[src/rtl/fifo_sync_param_pkg.sv]
// fifo_defs: shared FIFO defaults, clog2 helper and error-flag bit positions.
package fifo_defs;

    localparam int DEF_WIDTH = 8;
    localparam int DEF_DEPTH = 16;
    localparam int ERR_OVF   = 0;
    localparam int ERR_UNF   = 1;
    localparam int ERR_BITS  = 2;

    function automatic int clog2(input int n);
        int r;
        r = 0;
        for (int v = n - 1; v > 0; v = v >> 1) r++;
        return r;
    endfunction

endpackage

[src/rtl/fifo_ram.sv]
// fifo_ram: DEPTH x WIDTH storage, synchronous write port and registered read port with enable.
module fifo_ram
    import fifo_defs::*;
#(
    parameter int WIDTH = DEF_WIDTH,
    parameter int DEPTH = DEF_DEPTH,
    parameter int AW    = clog2(DEF_DEPTH)
) (
    input  logic             clk,
    input  logic             we,
    input  logic [AW-1:0]    waddr,
    input  logic [WIDTH-1:0] wdata,
    input  logic             re,
    input  logic [AW-1:0]    raddr,
    output logic [WIDTH-1:0] rdata
);

    logic [WIDTH-1:0] mem [DEPTH];

    always_ff @(posedge clk) begin
        if (we) mem[waddr] <= wdata;
        if (re) rdata <= mem[raddr];
    end

endmodule

[src/rtl/fifo_sync_param.sv]
// fifo_sync_param: single-clock FIFO with fill count, almost-full/empty thresholds,
// synchronous flush and sticky overflow/underflow flags.
module fifo_sync_param
    import fifo_defs::*;
#(
    parameter  int WIDTH     = DEF_WIDTH,
    parameter  int DEPTH     = DEF_DEPTH,
    parameter  int AFULL_TH  = DEPTH - 2,
    parameter  int AEMPTY_TH = 2,
    localparam int AW        = clog2(DEPTH)
) (
    input  logic             CLK,
    input  logic             RSTn,
    input  logic             write,
    input  logic             read,
    input  logic             flush,
    input  logic             clr_err,
    input  logic [WIDTH-1:0] iData,
    output logic [WIDTH-1:0] oData,
    output logic [AW:0]      count,
    output logic             full,
    output logic             empty,
    output logic             almost_full,
    output logic             almost_empty,
    output logic             overflow,
    output logic             underflow
);

    logic [AW:0]          wp, rp;
    logic [ERR_BITS-1:0]  err, err_set;
    logic                 wr_ok, rd_ok, rd_vld;
    logic [WIDTH-1:0]     ram_q;

    assign count        = wp - rp;
    assign empty        = wp == rp;
    assign full         = (wp[AW] != rp[AW]) && (wp[AW-1:0] == rp[AW-1:0]);
    assign almost_full  = 32'(count) >= AFULL_TH;
    assign almost_empty = 32'(count) <= AEMPTY_TH;
    assign overflow     = err[ERR_OVF];
    assign underflow    = err[ERR_UNF];
    assign wr_ok        = write & ~full & ~flush;
    assign rd_ok        = read & ~empty & ~flush;

    always_comb begin
        err_set          = '0;
        err_set[ERR_OVF] = write & full & ~flush;
        err_set[ERR_UNF] = read & empty & ~flush;
    end

    // The RAM output register has no reset, so oData reads as zero until the first read lands.
    assign oData = rd_vld ? ram_q : '0;

    always_ff @(posedge CLK or negedge RSTn) begin
        if (!RSTn) begin
            wp     <= '0;
            rp     <= '0;
            err    <= '0;
            rd_vld <= 1'b0;
        end else begin
            wp     <= flush ? '0 : wp + (AW+1)'(wr_ok);
            rp     <= flush ? '0 : rp + (AW+1)'(rd_ok);
            err    <= (err & ~{ERR_BITS{clr_err}}) | err_set;
            rd_vld <= rd_vld | rd_ok;
        end
    end

    fifo_ram #(
        .WIDTH(WIDTH),
        .DEPTH(DEPTH),
        .AW   (AW)
    ) u_ram (
        .clk  (CLK),
        .we   (wr_ok),
        .waddr(wp[AW-1:0]),
        .wdata(iData),
        .re   (rd_ok),
        .raddr(rp[AW-1:0]),
        .rdata(ram_q)
    );

endmodule

[config.mk]
export PLATFORM = sky130hd
export DESIGN_NAME = fifo_sync_param
export DESIGN_NICKNAME = d
export VERILOG_FILES = /design/src/rtl/fifo_sync_param_pkg.sv /design/src/rtl/fifo_ram.sv /design/src/rtl/fifo_sync_param.sv
export SDC_FILE = /design/constraint.sdc
export NUM_CORES = 1
export LEC_CHECK = 0
export ABC_AREA = 1
export CELL_PAD_IN_SITES_DETAIL_PLACEMENT = 0
export CELL_PAD_IN_SITES_GLOBAL_PLACEMENT = 1
export CORE_AREA = 2 2 118 120
export CTS_CLUSTER_DIAMETER = 150
export DETAILED_ROUTE_END_ITERATION = 12
export DIE_AREA = 0 0 120 122
export GPL_TIMING_DRIVEN = 0
export PLACE_DENSITY_LB_ADDON = 0.1
export SLEW_MARGIN = 20
export SYNTH_ARGS = -nofsm -noshare
export SYNTH_HDL_FRONTEND = slang
export SYNTH_SLANG_ARGS = --single-unit
[constraint.sdc]
create_clock -name CLK -period 4.7 [get_ports CLK]
set_clock_uncertainty 0.1 [all_clocks]
set_input_delay 0.94 -clock CLK [delete_from_list [all_inputs] [get_ports CLK]]
set_output_delay 0.94 -clock CLK [all_outputs]
set_load 0.05 [all_outputs]
Yosys cells after proc, flatten, opt, wreduce, memory -nomap -nowiden:

Memory sizes are Yosys's and may differ from the RTL's. A register that Yosys moved wholly into a read port is not among the register bits.
Index checks and enable logic that the tools add are counted.

* register bits after elaboration: 13
* bits in writable memories: 128
* output and inout bits: 19
* memories: 1

* add/sub/neg operators: 3
* order comparisons: 2
* eq/ne operators: 3
* muxes and demuxes: 5
* bitwise logic cells: 15
* reduce and logical (&&, ||, !) cells: 1

Memory list
* u_ram.mem: depth 16, width 8, read ports 1, clocked after memory_dff 1, wr ports 1, line fifo_ram.sv:18 `logic [WIDTH-1:0] mem [DEPTH];`

Operator list (count)
* $add 5x1->5: 2
* $mux 5: 2
* $and 1x1->1: 8
* $mux 8: 1
* $eq 5x5->1: 1
* $ge 5x4->1 const B: 1
* $le 5x2->1 const B: 1
* $sub 5x5->5: 1
* $eq 4x4->1: 1
* $not 1->1: 3
* $and 2x2->2: 1
* $mux 1: 2
* $not 2->2: 1
* $or 2x2->2: 1
* $logic_and 1x1->1: 1
* $ne 1x1->1: 1
* $or 1x1->1: 1

Depth between registers and ports, before layout:

Gate-level depths: netlist (run 1).

* depth after elaboration: 7
* depth in mapped cells: 16
* mapped depth without buffers: 13

Cells and area by module:

From an unflattened synthesis (run 1), not the netlist that was laid out.

* cell total of the unflattened synthesis: 679
* area, all modules: 6770.2 um^2

By module, submodules not included
* fifo_ram: times used 1, cells each 551, area each 5846.9 um^2, sequential area each 4083.9 um^2
* fifo_sync_param: times used 1, cells each 128, area each 923.4 um^2, sequential area each 325.3 um^2

Worst setup path before layout (run 1):

No wires, ideal clock.

* path kind: reg2out
* start point: register rp[2]
* end point: output port almost_empty
* data arrival time: 2571 ps
* required time: 3660 ps
* setup slack: 1089 ps
* stages on the path, launching flop included: 8
* cell sequence: dfrtp_1 clkinv_1 buf_2 ha_1 nand3_1 nand2_1 xor2_1 nor2_1

* word-level cells in the longest chain between the ends: 2

Ends and longest elaborated chain
* start, declared: line fifo_sync_param.sv:29 `logic [AW:0] wp, rp;`
* start signal, assigned: line fifo_sync_param.sv:61 `rp <= flush ? '0 : rp + (AW+1)'(rd_ok);`
* $sub 5x5->5: line fifo_sync_param.sv:34 `assign count = wp - rp;`
* via count[4]: line fifo_sync_param.sv:20 `output logic [AW:0] count,`
* $le 5x2->1: line fifo_sync_param.sv:38 `assign almost_empty = 32'(count) <= AEMPTY_TH;`
* end, declared: line fifo_sync_param.sv:24 `output logic almost_empty,`

The timed path passes the listed nets, and every way through them passes these cells.

Worst setup path in the final report (run 1):

* start point: register rp[2]
* end point: output port almost_full

* word-level cells in the longest chain between the ends: 2

Ends and longest elaborated chain
* $sub 5x5->5: line fifo_sync_param.sv:34
* $ge 5x4->1: line fifo_sync_param.sv:37 `assign almost_full = 32'(count) >= AFULL_TH;`
* end, declared: line fifo_sync_param.sv:23 `output logic almost_full,`

No other way between the ends.

==> impl_metrics.env, run 1 <==
export IMPL_synthTopCellsByArea="edfxtp_1 61%, nand2_1 11%, nand3_1 7.1%"
export IMPL_hold_viol_final=0
export IMPL_firstDrtPassIters=5
export IMPL_ir_drop_uv=239
export IMPL_insertion_delay_ps=430
export IMPL_crit_required_ps=3660
export IMPL_synth_area_um2=6740
export IMPL_yosysTopAreaCellShare_pct=60.6
export IMPL_maxCapViolations=0
export IMPL_area_growth_synth_to_final_pct=15.3
export IMPL_grt_pass1_vias=4325
export IMPL_worst_pin_slew_ps=928
export IMPL_nFillCells=1164
export IMPL_htreeDepth=4
export IMPL_multi_input_area_um2=1710
export IMPL_path_clk_slew_ps=60
export IMPL_timing_fmax_mhz=229
export IMPL_rsz0062_at_grt="no"
export IMPL_place_congestion=0.843
export IMPL_grt_util_all_layers_pct=24.3
export IMPL_syn_avg_cell_area_um2=10.1
export IMPL_synthTopCellsByCount="192 x nand2_1, 136 x edfxtp_1, 118 x inv_1"
export IMPL_hold_path_class="register to register"
export IMPL_wire_per_inst_um=18.3
export IMPL_cts_made_buffers=17
export IMPL_dp_hpwl_um=10900
export IMPL_period_needed_ps=4370
export IMPL_fin_crit_sh_pct=93.0
export IMPL_register_area_um2=4410
export IMPL_fin_util_pct=57.5
export IMPL_via_count=4571
export IMPL_cts_tree="yes"
export IMPL_grt_ovfl_total=0
export IMPL_die_area_um2=14600
export IMPL_synth_flop_cell="edfxtp_1"
export IMPL_p_leak_nw=3.27
export IMPL_diodes=0
export IMPL_fin_total_pwr_w=0.00288
export IMPL_die_h_um=122
export IMPL_crit_family="buffers and inverters"
export IMPL_cts_sinks=149
export IMPL_slew_viol_final=0
export IMPL_io_buffers=32
export IMPL_die_x_um=120
export IMPL_drtIter0Drc=368
export IMPL_cp_num_buf_inv=3
export IMPL_root_buffer="clkbuf_16"
export IMPL_final_nets=741
export IMPL_finalSetupViolations=0
export IMPL_drc=0
export IMPL_grt_max_degree=17
export IMPL_routed_wl_um=16600
export IMPL_grt_pass1_wl_um=25000
export IMPL_ys_types=28
export IMPL_synth_cells=667
export IMPL_end_kind="primary output"
export IMPL_critPathSlowestCell="clkdlybuf4s50_1"
export IMPL_cp_start_kind="register"
export IMPL_synth_warning_count=0
export IMPL_avgViaCountPerCell=5.03
export IMPL_core_area_um2=13500
export IMPL_ctsHoldBuffers=0
export IMPL_synthesis_nets=690
export IMPL_rows=43
export IMPL_initial_utilization_pct=49.9
export IMPL_synth_top_cell_by_area="edfxtp_1"
export IMPL_p_per_area_nw_per_um2=371
export IMPL_synthArstFlopShare_pct=8.72
export IMPL_relSlewSlack_pct=37.9
export IMPL_yosysSeqAreaShare_pct=65.4
export IMPL_worstPathMaxFanout=10
export IMPL_synth_seq_cells=149
export IMPL_status="finished, final reports clean"
export IMPL_crit_chain="clkinv_1 -> buf_2 -> ha_1 -> a21oi_1 -> nand3_1 -> nand2_1 -> nand3_1 -> nand2_1 -> clkdlybuf4s50_1"
export IMPL_drive_gt1_share_pct=8.50
export IMPL_max_stage_delay_ps=800
export IMPL_ant_nets=0
export IMPL_antenna_found_initial=0
export IMPL_cts_setup_buffers=0
export IMPL_yosysMostFrequentCell="nand2_1"
export IMPL_criticalPathCategory="register to primary output"
export IMPL_worstPathArrival_ps=3330
export IMPL_clock_tree_buffer_depth=2
export IMPL_io_pins=33
export IMPL_cts_resized=0
export IMPL_finalSetupTns_ps=0
export IMPL_synth_edff_count=136
-- cells by family (layout without fill, tap and decap cells) --
kind of cell	Yosys count	in the layout	synth area share (%)
AND/OR/NAND/NOR	335	335	21.3
adder cells (fa/ha/maj)	9	9	1.78
flip-flops	149	149	65.4
XOR/XNOR	4	4	0.632
buffers and inverters	149	211	9.14
AO/OA/AOI/OAI	21	21	1.67
-- worst register-to-register path: stages (launching register included) --
cell and delay (ps):
dfrtp_1 450, clkinv_1 320, buf_2 330, ha_1 410
nand4_2 190, nor2_2 80, nor2_1 580, ha_1 300
ha_1 200, nand2_1 80, o21ai_0 160, nand2_1 70
nor2_1 80
-- worst paths after layout --
path	from	end	slack, ps	cells past startpoint
setup / recovery	rp[2]	almost_full	330	9
hold / removal	err[1]	err[1]	430	2
setup reg to reg	rp[2]	rp[4]	1280	12
hold reg to reg	err[1]	err[1]	430	2
max in group asynchronous	RSTn	rd_vld	3270	1
min in group asynchronous	RSTn	err[1]	820	1
-- sequential cells by signal, summed over array words and instances (netlist names) --
signal       count
u_ram.mem      128
u_ram.rdata      8
rp               5
wp               5
err              2
rd_vld           1
-- per-layer routing --
| layer | part of all wire (%) | vias to the layer above | track usage, % |
|---|---|---|---|
| met5 | 0 | - | 0 |
| met4 | 2.0 | 0 | 10.0 |
| met3 | 7.8 | 24 | 5.76 |
| met2 | 48 | 138 | 39.2 |
| met1 | 42 | 2168 | 31.9 |
| li1 | - | 2241 | - |
-- final cells by class --
type / count / share of cell area [%]
well taps: 180 / 2.90
flip-flops and latches: 149 / 56.8
multi-input cells: 369 / 22.1
plain buffers: 26 / 1.98
clock inverters: 6 / 0.419
clock buffers: 24 / 5.82
repair buffers: 32 / 4.12
inverters: 123 / 5.94
-- power by group --
part	leakage [nW]	switching [W]	internal (W)
Clock	0.229	0.000478	0.000660
Combinational	1.64	0.000189	0.0000813
Sequential	1.40	0.00000678	0.00146
Total	3.27	0.000674	0.00220
-- metrics by stage --
step | cell area, µm² | hold slack (ps) | std cells | worst slack [ps]
4_1_cts | 7770 | 437 | 909 | 327
3_5_place_dp | 7280 | 424 | 879 | 781
3_3_place_gp | 7280 | 412 | 879 | 779
2_1_floorplan | 6740 | 415 | 667 | 1090
6_report | 7770 | 433 | 909 | 331
5_1_grt | 7770 | 480 | 909 | 186
-- cells in the final DEF (no fill, tap or decap), types with 3 or more instances in the layout --
master             n
clkdlybuf4s50_1   32
inv_2              4
a21oi_1            8
o21ai_0           10
xor2_1             3
clkbuf_16         17
edfxtp_1         136
inv_1            118
nand2_1          192
nor2_2            10
dfrtp_1           13
clkbuf_1          10
nor2_1            30
ha_1               8
clkinv_1           3
buf_4              5
buf_2             17
nand3_1           95
Note: power is estimated with default switching activity, not from simulation.
==> run 2, diff against run 1 <==
- CTS_CLUSTER_SIZE: not set -> 25
==> results of run 2 <==
No change in the layout: final DEF, timing and power equal those of run 1.
